===== src/rtl/if_stage_pkg.sv =====
// if_stage_pkg: shared pipeline widths, reset PC, squash NOP encoding and word-align helper
package if_stage_pkg;
  localparam int INST_W = 32;
  localparam int ADDR_W = 32;
  localparam int ROM_AW_DEF = 9;
  localparam logic [ADDR_W-1:0] RESET_PC_DEF = 32'h0000_0000;
  localparam logic [INST_W-1:0] NOP_INST_DEF = 32'h0800_0240;
  function automatic logic [ADDR_W-1:0] word_align(input logic [ADDR_W-1:0] a);
    return a & ~ADDR_W'(3);
  endfunction
endpackage


===== src/rtl/if_stage_if.sv =====
// if_stage_if: instruction ROM bus (master drives rom_addr, slave returns rom_inst combinationally)
interface if_stage_if #(parameter int AW = if_stage_pkg::ROM_AW_DEF);
  import if_stage_pkg::*;
  logic [AW-1:0] rom_addr;
  logic [INST_W-1:0] rom_inst;
  modport master(output rom_addr, input rom_inst);
  modport slave(input rom_addr, output rom_inst);
endinterface


===== src/rtl/if_stage_pc_nreg.sv =====
// if_stage_pc_nreg: PC/nPC register pair; ports clk,rst,le,redirect,ta in, pc,npc out; rst > redirect > le > hold
module if_stage_pc_nreg
  import if_stage_pkg::*;
#(
  parameter logic [ADDR_W-1:0] RESET_PC = RESET_PC_DEF
) (
  input  logic              clk,
  input  logic              rst,
  input  logic              le,
  input  logic              redirect,
  input  logic [ADDR_W-1:0] ta,
  output logic [ADDR_W-1:0] pc,
  output logic [ADDR_W-1:0] npc
);
  logic [ADDR_W-1:0] tgt;
  assign tgt = word_align(ta);
  always_ff @(posedge clk) begin
    if (rst) begin
      pc  <= RESET_PC;
      npc <= RESET_PC + ADDR_W'(4);
    end else if (redirect) begin
      pc  <= tgt;
      npc <= tgt + ADDR_W'(4);
    end else if (le) begin
      pc  <= npc;
      npc <= npc + ADDR_W'(4);
    end
  end
endmodule


===== src/rtl/if_stage.sv =====
// if_stage: fetch stage + IF/ID register; in clk,Reset,LE,BR_TAKEN,TA, rom bus master, out PC_out,nPC_out,ID_inst,ID_PC,ID_valid
module if_stage
  import if_stage_pkg::*;
#(
  parameter logic [ADDR_W-1:0] RESET_PC = RESET_PC_DEF,
  parameter int                ROM_AW   = ROM_AW_DEF,
  parameter logic [INST_W-1:0] NOP_INST = NOP_INST_DEF
) (
  input  logic              clk,
  input  logic              Reset,
  input  logic              LE,
  input  logic              BR_TAKEN,
  input  logic [ADDR_W-1:0] TA,
  if_stage_if.master        rom,
  output logic [ADDR_W-1:0] PC_out,
  output logic [ADDR_W-1:0] nPC_out,
  output logic [INST_W-1:0] ID_inst,
  output logic [ADDR_W-1:0] ID_PC,
  output logic              ID_valid
);
  if_stage_pc_nreg #(.RESET_PC(RESET_PC)) u_pc (
    .clk      (clk),
    .rst      (Reset),
    .le       (LE),
    .redirect (BR_TAKEN),
    .ta       (TA),
    .pc       (PC_out),
    .npc      (nPC_out)
  );
  assign rom.rom_addr = PC_out[ROM_AW-1:0];
  always_ff @(posedge clk) begin
    if (Reset) begin
      ID_inst  <= '0;
      ID_PC    <= '0;
      ID_valid <= 1'b0;
    end else if (BR_TAKEN) begin
      ID_inst  <= NOP_INST;
      ID_PC    <= PC_out;
      ID_valid <= 1'b0;
    end else if (LE) begin
      ID_inst  <= rom.rom_inst;
      ID_PC    <= PC_out;
      ID_valid <= 1'b1;
    end
  end
endmodule


===== src/flat_wrapper.sv =====
// flat-port wrapper written by rule: the top's interface ports become plain ports
module if_stage_flat import if_stage_pkg::*;
#(
  parameter logic [ADDR_W-1:0] RESET_PC = RESET_PC_DEF,
  parameter int                ROM_AW   = ROM_AW_DEF,
  parameter logic [INST_W-1:0] NOP_INST = NOP_INST_DEF
)
  (clk, Reset, LE, BR_TAKEN, TA, PC_out, nPC_out, ID_inst, ID_PC, ID_valid, rom_rom_addr, rom_rom_inst);
  if_stage_if #(.AW(9)) rom_i ();
  input  logic clk;
  input  logic Reset;
  input  logic LE;
  input  logic BR_TAKEN;
  input  logic [ADDR_W-1:0] TA;
  output logic [ADDR_W-1:0] PC_out;
  output logic [ADDR_W-1:0] nPC_out;
  output logic [INST_W-1:0] ID_inst;
  output logic [ADDR_W-1:0] ID_PC;
  output logic ID_valid;
  output wire logic [$bits(rom_i.rom_addr)-1:0] rom_rom_addr;
  input wire logic [$bits(rom_i.rom_inst)-1:0] rom_rom_inst;
  assign rom_rom_addr = rom_i.rom_addr;
  assign rom_i.rom_inst = rom_rom_inst;
  if_stage #(.RESET_PC(RESET_PC), .ROM_AW(ROM_AW), .NOP_INST(NOP_INST)) u_core (.clk(clk), .Reset(Reset), .LE(LE), .BR_TAKEN(BR_TAKEN), .TA(TA), .rom(rom_i), .PC_out(PC_out), .nPC_out(nPC_out), .ID_inst(ID_inst), .ID_PC(ID_PC), .ID_valid(ID_valid));
endmodule

===== config.mk =====
export PLATFORM = sky130hd
export DESIGN_NAME = if_stage_flat
export DESIGN_NICKNAME = d
export VERILOG_FILES = /design/src/rtl/if_stage_pkg.sv /design/src/rtl/if_stage_if.sv /design/src/rtl/if_stage_pc_nreg.sv /design/src/rtl/if_stage.sv /design/src/flat_wrapper.sv
export SDC_FILE = /design/constraint.sdc
export NUM_CORES = 1
export LEC_CHECK = 0
export CORE_ASPECT_RATIO = 1.5
export CORE_MARGIN = 3
export CORE_UTILIZATION = 46
export CTS_CLUSTER_DIAMETER = 100
export DETAILED_ROUTE_END_ITERATION = 8
export MAX_ROUTING_LAYER = met4
export PLACE_DENSITY_LB_ADDON = 0.25
export SETUP_SLACK_MARGIN = 0.1
export SKIP_CTS_REPAIR_TIMING = 1
export SLEW_MARGIN = 20
export SYNTH_ARGS = -nofsm -noshare
export SYNTH_HDL_FRONTEND = slang
export SYNTH_SLANG_ARGS = --single-unit

===== constraint.sdc =====
create_clock -name clk -period 3.4 [get_ports clk]
set_clock_uncertainty 0.2 [all_clocks]
set_input_delay 0.68 -clock clk [delete_from_list [all_inputs] [get_ports clk]]
set_output_delay 0.68 -clock clk [all_outputs]
set_load 0.01 [all_outputs]

==> key figures, run 1 <==
Status
  – Result of the run: finished, final reports clean

Setup path
  – Critical path data required time: 3450 ps
  – Crit-path leading delay family: simple AND/OR/NAND/NOR gates
  – Source of the worst register-to-register timing path: u_core.u_pc.npc[3]
  – Chain of cells forming the critical path: clkdlybuf4s50_1 > mux2_2 > ha_1 > nand4_1 > nand2_2 > nand3_1 > nor3_1 > xnor2_1 > o22ai_1
  – Crit path largest cell delay: 500 ps
  – Maximum net fanout on the critical path: 9
  – Crit end category: flip-flop
  – Capturing point of the worst reg2reg path: u_core.u_pc.npc[26]
  – Buffers plus inverters on the worst setup path: 1
  – Kind of critical path: in -> reg
  – Worst R2R Path Depth: 8
  – Arrival time at the worst endpoint: 2860 ps
  – Critical path depth: 9
  – Critical path's slowest cell: sky130_fd_sc_hd__clkdlybuf4s50_1
  – Startpoint Class: primary input
  – Reg2reg setup slack: 970 ps

Floorplanning
  – Overall die height: 145.6 um
  – Core footprint: 12570 um^2
  – Initial cell density of the core: 0.4755
  – Core Rows: 50
  – Width of the die: 99.09 um
  – Die footprint: 14430 um^2
  – I/O pin count: 206

Power and ir drop
  – Clock network fraction of total power: 0.453
  – Leak Pwr: 3.218 nW
  – Max VDD drop: 0.0003626 V
  – Relative contribution of sequential cells to total power: 0.395
  – Overall power: 4.042 mW
  – PwrDens: 472.9 nW/um^2
  – Part of the total power dissipated in combinational logic: 0.151
  – Switching portion of total power: 0.2435
  – Internal power consumption: 3.058 mW
  – Switching power of the nets: 0.9843 mW

Global routing
  – Number of antenna violations at the first check in global routing: 0
  – Wire length of the first global-routing pass: 29550 um
  – Global router's overall resource usage: 0.2571
  – Vias in the first global route: 5991
  – GR Overflow Total: 0
  – Largest net degree at the start of global routing: 66

CTS
  – Number of H-tree levels: 4
  – TritonCTS clock tree: built
  – CTS Sinks: 123
  – Cell chosen for the clock root: sky130_fd_sc_hd__clkbuf_16
  – CTS max path bufs: 2
  – Skew-Pair Late Insertion Delay: 410 ps
  – Clock slew at reported path FFs: 50 ps
  – Clock buffer count from CTS: 17

Placement
  – Worst slack, placed: 219.0 ps
  – HPWL after detailed placement: 13100 um
  – RePlAce Congestion: 0.8553
  – Port Buffer Count: 195

STA
  – TNS Setup: 0 ps
  – Worst path setup slack after routing: 593.6 ps
  – # setup viols final: 0
  – Setup repair after global routing missed its margin: false
  – Number of pins exceeding their max-slew limit in the final report: 0
  – Worst Tran Pin Value: 795.6 ps
  – Final hold violations: 0
  – Share of the clock period used by the worst path: 0.8254
  – Worst slew slack as a fraction of its limit: 0.4696
  – Final critical-path required period: 2806 ps
  – Min Hold Slack: 254.5 ps
  – Highest attainable clock frequency: 0.3563 GHz

Detailed routing
  – Remaining number of nets flagged by the antenna check after routing: 0
  – Via count normalized by instance count: 5.497
  – Average wire per standard cell: 17.28 um
  – Residual DRC count: 0
  – Pre-antenna DRT Iters: 5
  – Aggregate routed wire length: 18170 um
  – Routed via count: 5777
  – 1st-iter DRT viols: 226

Worst hold path
  – Class of the tightest hold or removal check: reg -> reg
  – Hold Crit Start: u_core.ID_PC[2]
  – Hold Crit Depth: 2
  – Worst-case hold path end point: u_core.ID_PC[2]

Finish
  – Nets: 954
  – Commonest cells after routing, fill and taps aside: 192 x sky130_fd_sc_hd__clkdlybuf4s50_1, 123 x sky130_fd_sc_hd__dfxtp_1, 103 x sky130_fd_sc_hd__nor2_1, 97 x sky130_fd_sc_hd__nand2_1, 68 x sky130_fd_sc_hd__a21oi_1
  – Most common cell after layout, fill and taps aside: sky130_fd_sc_hd__clkdlybuf4s50_1
  – Multi-input gate area in the final layout: 3221 um^2
  – FF/Latch Area: 2462 um^2
  – Fraction of layout cells with a size suffix above 1: 0.07598
  – Layout-stage area growth over the synthesis result: 42.94%
  – Total of fill cells in the finished design: 993
  – Diodes inserted: 0

Synth
  – Number of enable flip-flop cells after synthesis: 0
  – Post-Syn Area per Cell: 8.410 um^2
  – Netlist cell types: 55
  – Main flop type after synthesis: sky130_fd_sc_hd__dfxtp_1
  – Cells after synthesis: 711
  – Area of the mapped netlist: 5979 um^2
  – Number of synthesized register bits: 123
  – Synth warn: 0
  – Proportion of register bits with asynchronous set or reset after synthesis: 0
  – Share of synthesized area occupied by flip-flops and latches: 0.4118

Run
  – Count of maximum capacitance violations: 0
## power by group through the flow
stage	logic (mW)	clock network [mW]	registers [mW]
2_1_floorplan	0.278	0	1.64
3_3_place_gp	0.594	0	1.62
3_5_place_dp	0.610	0	1.63
4_1_cts	0.615	1.86	1.60
5_1_grt	0.659	1.91	1.61
6_report	0.611	1.83	1.60
## per-stage QoR
stage               area, um^2  std cells  utilization
floorplan                 6006        718            -
global placement          7948       1022       0.6320
detailed placement        7948       1022       0.6320
CTS                       8547       1051       0.6797
global route              8547       1051       0.6797
finish                    8547       1051       0.6797
## worst min-delay path, cell delays in order (launching register included)
cell and delay, ps:
sky130_fd_sc_hd__dfxtp_1 310, sky130_fd_sc_hd__nand2_1 50, sky130_fd_sc_hd__a21oi_1 50
## state kept, by name, summed over array words and instances, names as in the netlist
name,count
u_core.ID_PC,30
u_core.ID_valid,1
u_core.u_pc.npc,30
u_core.u_pc.pc,30
u_core.ID_inst,32
## routing by layer
metal / share of wire / GRT usage / wire length, um / up-vias
li1: - / - / - / 2770
met1: 0.38 / 0.2750 / 6865 / 2746
met2: 0.54 / 0.4563 / 9821 / 217
met3: 0.053 / 0.04652 / 958 / 44
met4: 0.029 / 0.1121 / 520 / 0
met5: 0 / - / 0 / -
## worst max path at each step
stage	start	endpoint	slack, ps
after floorplan	BR_TAKEN	u_core.u_pc.npc[30]	260
after global placement	TA[11]	u_core.u_pc.npc[31]	290
after detailed placement	TA[10]	u_core.u_pc.npc[30]	220
after CTS	TA[3]	u_core.u_pc.npc[26]	600
after global routing	TA[3]	u_core.u_pc.npc[26]	470
final	TA[3]	u_core.u_pc.npc[26]	590
## layout make-up
cell class,instances,share of cell area
well taps,156,0.02284
flip-flops and latches,123,0.2881
repair buffers,211,0.2413
clock buffers,22,0.05665
inverters,2,0.0008783
multi-input cells,530,0.3768
clock inverters,7,0.01347
## cells in the mapped netlist (all sizes together) (8+ instances only)
cell type  count  area (um^2)
a211oi        16        125.1
a21oi         69        349.1
a22oi          8        83.83
buf           25        180.2
clkbuf        38        142.6
dfxtp        123         2462
mux2i         60        600.6
nand2         98        370.4
nand3         31        165.2
nand3b        15        137.6
nand4          8        62.56
nor2         104        390.4
nor3          11        55.05
o22ai         12        81.33
xnor2         31        271.5
xor2          18        157.7
## logic make-up after synthesis
family,synth area share
mux,0.1061
xor+xnor,0.07177
compound gates,0.1276
fa+ha+maj,0.002092
simple gates,0.2247
other cells,0.0006271
buf+inv,0.05524
flops,0.4118
Power figures use the tool's default switching activity.
==> run 2, diff against run 1 <==
CORE_UTILIZATION = 41   (was 46)
clock period = 2.27 ns   (was 3.4 ns; I/O delays follow)
==> run 2 against run 1 <==
  * Global-route usage down 2.3 points
  * Sequential power up 48%
  * Setup slack worse by 460 ps
  * Die area up 12%
  * Sequential share of layout area down 3.3 points
  * Combinational power up 75%
  * Via count up 3.8%
  * Clock power up 56%
  * Critical endpoint is now u_core.u_pc.npc[30]
  * Critical path depth down 2
  * Flip-flop and latch count unchanged
  * Clock-buffer cell count down 2
==> key figures, run 2 (synthesis gave the netlist of run 1 again) <==
Status
  – Result of the run: finished, final reports clean

Detailed routing
  – 1st-iter DRT viols: 215
  – Average wire per standard cell: 15.72 um
  – Via count normalized by instance count: 5.037
  – Residual DRC count: 0
  – Aggregate routed wire length: 18710 um
  – Remaining number of nets flagged by the antenna check after routing: 0
  – Routed via count: 5994
  – Pre-antenna DRT Iters: 4

STA
  – Share of the clock period used by the worst path: 0.9430
  – Final hold violations: 0
  – # setup viols final: 0
  – TNS Setup: 0 ps
  – Setup repair after global routing missed its margin: true
  – Worst Tran Pin Value: 673.8 ps
  – Number of pins exceeding their max-slew limit in the final report: 0
  – Worst slew slack as a fraction of its limit: 0.5508
  – Min Hold Slack: 180.8 ps
  – Worst path setup slack after routing: 129.3 ps
  – Final critical-path required period: 2141 ps
  – Highest attainable clock frequency: 0.4671 GHz

Run
  – Count of maximum capacitance violations: 0

Placement
  – Port Buffer Count: 195
  – Worst slack, placed: -537.5 ps
  – HPWL after detailed placement: 13590 um
  – RePlAce Congestion: 0.8520
  – Placed cells: 1146

Worst hold path
  – Worst-case hold path end point: u_core.u_pc.pc[18]
  – Class of the tightest hold or removal check: in -> reg
  – Hold Crit Depth: 3
  – Hold Crit Start: TA[18]

Setup path
  – Maximum net fanout on the critical path: 4
  – Worst R2R Path Depth: 10
  – Startpoint Class: primary input
  – Kind of critical path: in -> reg
  – Critical path data required time: 2400 ps
  – Capturing point of the worst reg2reg path: u_core.u_pc.npc[14]
  – Crit end category: flip-flop
  – Arrival time at the worst endpoint: 2270 ps
  – Reg2reg setup slack: 170 ps
  – Setup crit start: TA[7]
  – Source of the worst register-to-register timing path: u_core.u_pc.npc[3]

Power and ir drop
  – PwrDens: 648.7 nW/um^2
  – Leak Pwr: 3.959 nW
  – Relative contribution of sequential cells to total power: 0.377
  – Part of the total power dissipated in combinational logic: 0.170
  – Max VDD drop: 0.0004295 V
  – Clock network fraction of total power: 0.453
  – Switching portion of total power: 0.2546
  – Internal power consumption: 4.688 mW
  – Switching power of the nets: 1.601 mW

Finish
  – Most common cell after layout, fill and taps aside: sky130_fd_sc_hd__clkdlybuf4s50_1
  – Utilization after layout: 0.6863
  – Layout-stage area growth over the synthesis result: 62.13%
  – Nets: 1053
  – Post-route insts no fill: 1190
  – Most flops, register: u_core.ID_inst
  – Flip-flop count of the largest register after layout: 32
  – Fraction of layout cells with a size suffix above 1: 0.2016
  – Commonest cells after routing, fill and taps aside: 174 x sky130_fd_sc_hd__clkdlybuf4s50_1, 116 x sky130_fd_sc_hd__dfxtp_1, 108 x sky130_fd_sc_hd__buf_4, 103 x sky130_fd_sc_hd__nor2_1, 94 x sky130_fd_sc_hd__nand2_1

Floorplanning
  – Overall die height: 153.9 um
  – Initial cell density of the core: 0.4233
  – I/O pin count: 206
  – Die footprint: 16100 um^2
  – Core footprint: 14120 um^2
  – Core Rows: 53
  – Width of the die: 104.6 um

Global routing
  – GR Overflow Total: 0
  – Wire length of the first global-routing pass: 29880 um
  – Global router's overall resource usage: 0.2337
  – Vias in the first global route: 5902
  – Number of antenna violations at the first check in global routing: 1
  – Largest net degree at the start of global routing: 45

CTS
  – Clock buffer count from CTS: 17
  – CTS max path bufs: 2
  – Clock slew at reported path FFs: 60 ps
  – Number of H-tree levels: 4
  – Cell chosen for the clock root: sky130_fd_sc_hd__clkbuf_16
  – CTS Sinks: 123
  – Skew-Pair Late Insertion Delay: 410 ps
  – TritonCTS clock tree: built
## run 2: cell count changes in the layout (fill, tap and decap cells not counted), sizes merged, moves of 2 or more
cell / change
dlymetal6s2s: +18
clkdlybuf4s50: -18
clkbuf: -2
clkinvlp: +4
buf: +99
inv: +2
## run 2: stage by stage
stage                     total power, mW  area (um^2)
after global placement              3.448         8741
final                               6.289         9694
after floorplan                     2.889         6061
after detailed placement            3.462         8741
after global routing                6.540         9694
after CTS                           6.314         9369
## run 2: cell type report
class                   count  area [um^2]
flip-flops and latches    123         2471
clock inverters            12        161.4
inverters                   2        7.507
clock buffers              20        466.7
fillers                  1135         4431
well taps                 192        240.2
multi-input cells         530         3413
repair buffers            310         2932
diodes                      1        2.502
## run 2: worst max-delay path, cell delays in order
cell	delay, ps
sky130_fd_sc_hd__clkdlybuf4s50_1	540
sky130_fd_sc_hd__nand4_1	160
sky130_fd_sc_hd__a21oi_4	260
sky130_fd_sc_hd__nand3_4	100
sky130_fd_sc_hd__or4_1	470
sky130_fd_sc_hd__and3_4	160
sky130_fd_sc_hd__a211oi_2	120
## run 2: worst max path at each step
stage                               end  slack [ps]  depth (start not counted)
finish              u_core.u_pc.npc[30]         130                          7
global route        u_core.u_pc.npc[30]          60                          7
CTS                 u_core.u_pc.npc[30]        -100                          8
detailed placement  u_core.u_pc.npc[30]        -540                          8
global placement    u_core.u_pc.npc[30]        -490                          8
floorplan           u_core.u_pc.npc[30]        -390                         12
## run 2: power groups by stage
stage / clock (mW) / combinational, mW / sequential [mW]
after floorplan: 0 / 0.427 / 2.46
after global placement: 0 / 1.03 / 2.41
after detailed placement: 0 / 1.05 / 2.42
after CTS: 2.89 / 1.05 / 2.37
after global routing: 3.00 / 1.15 / 2.39
final: 2.85 / 1.07 / 2.37
## run 2: routing by layer
layer  wire length, um  GRT usage  share of wire
met1              7463     0.2511           0.40
met2             10000     0.4267           0.53
met3               894    0.04998          0.048
met4               347    0.07442          0.019
met5                 0          -              0
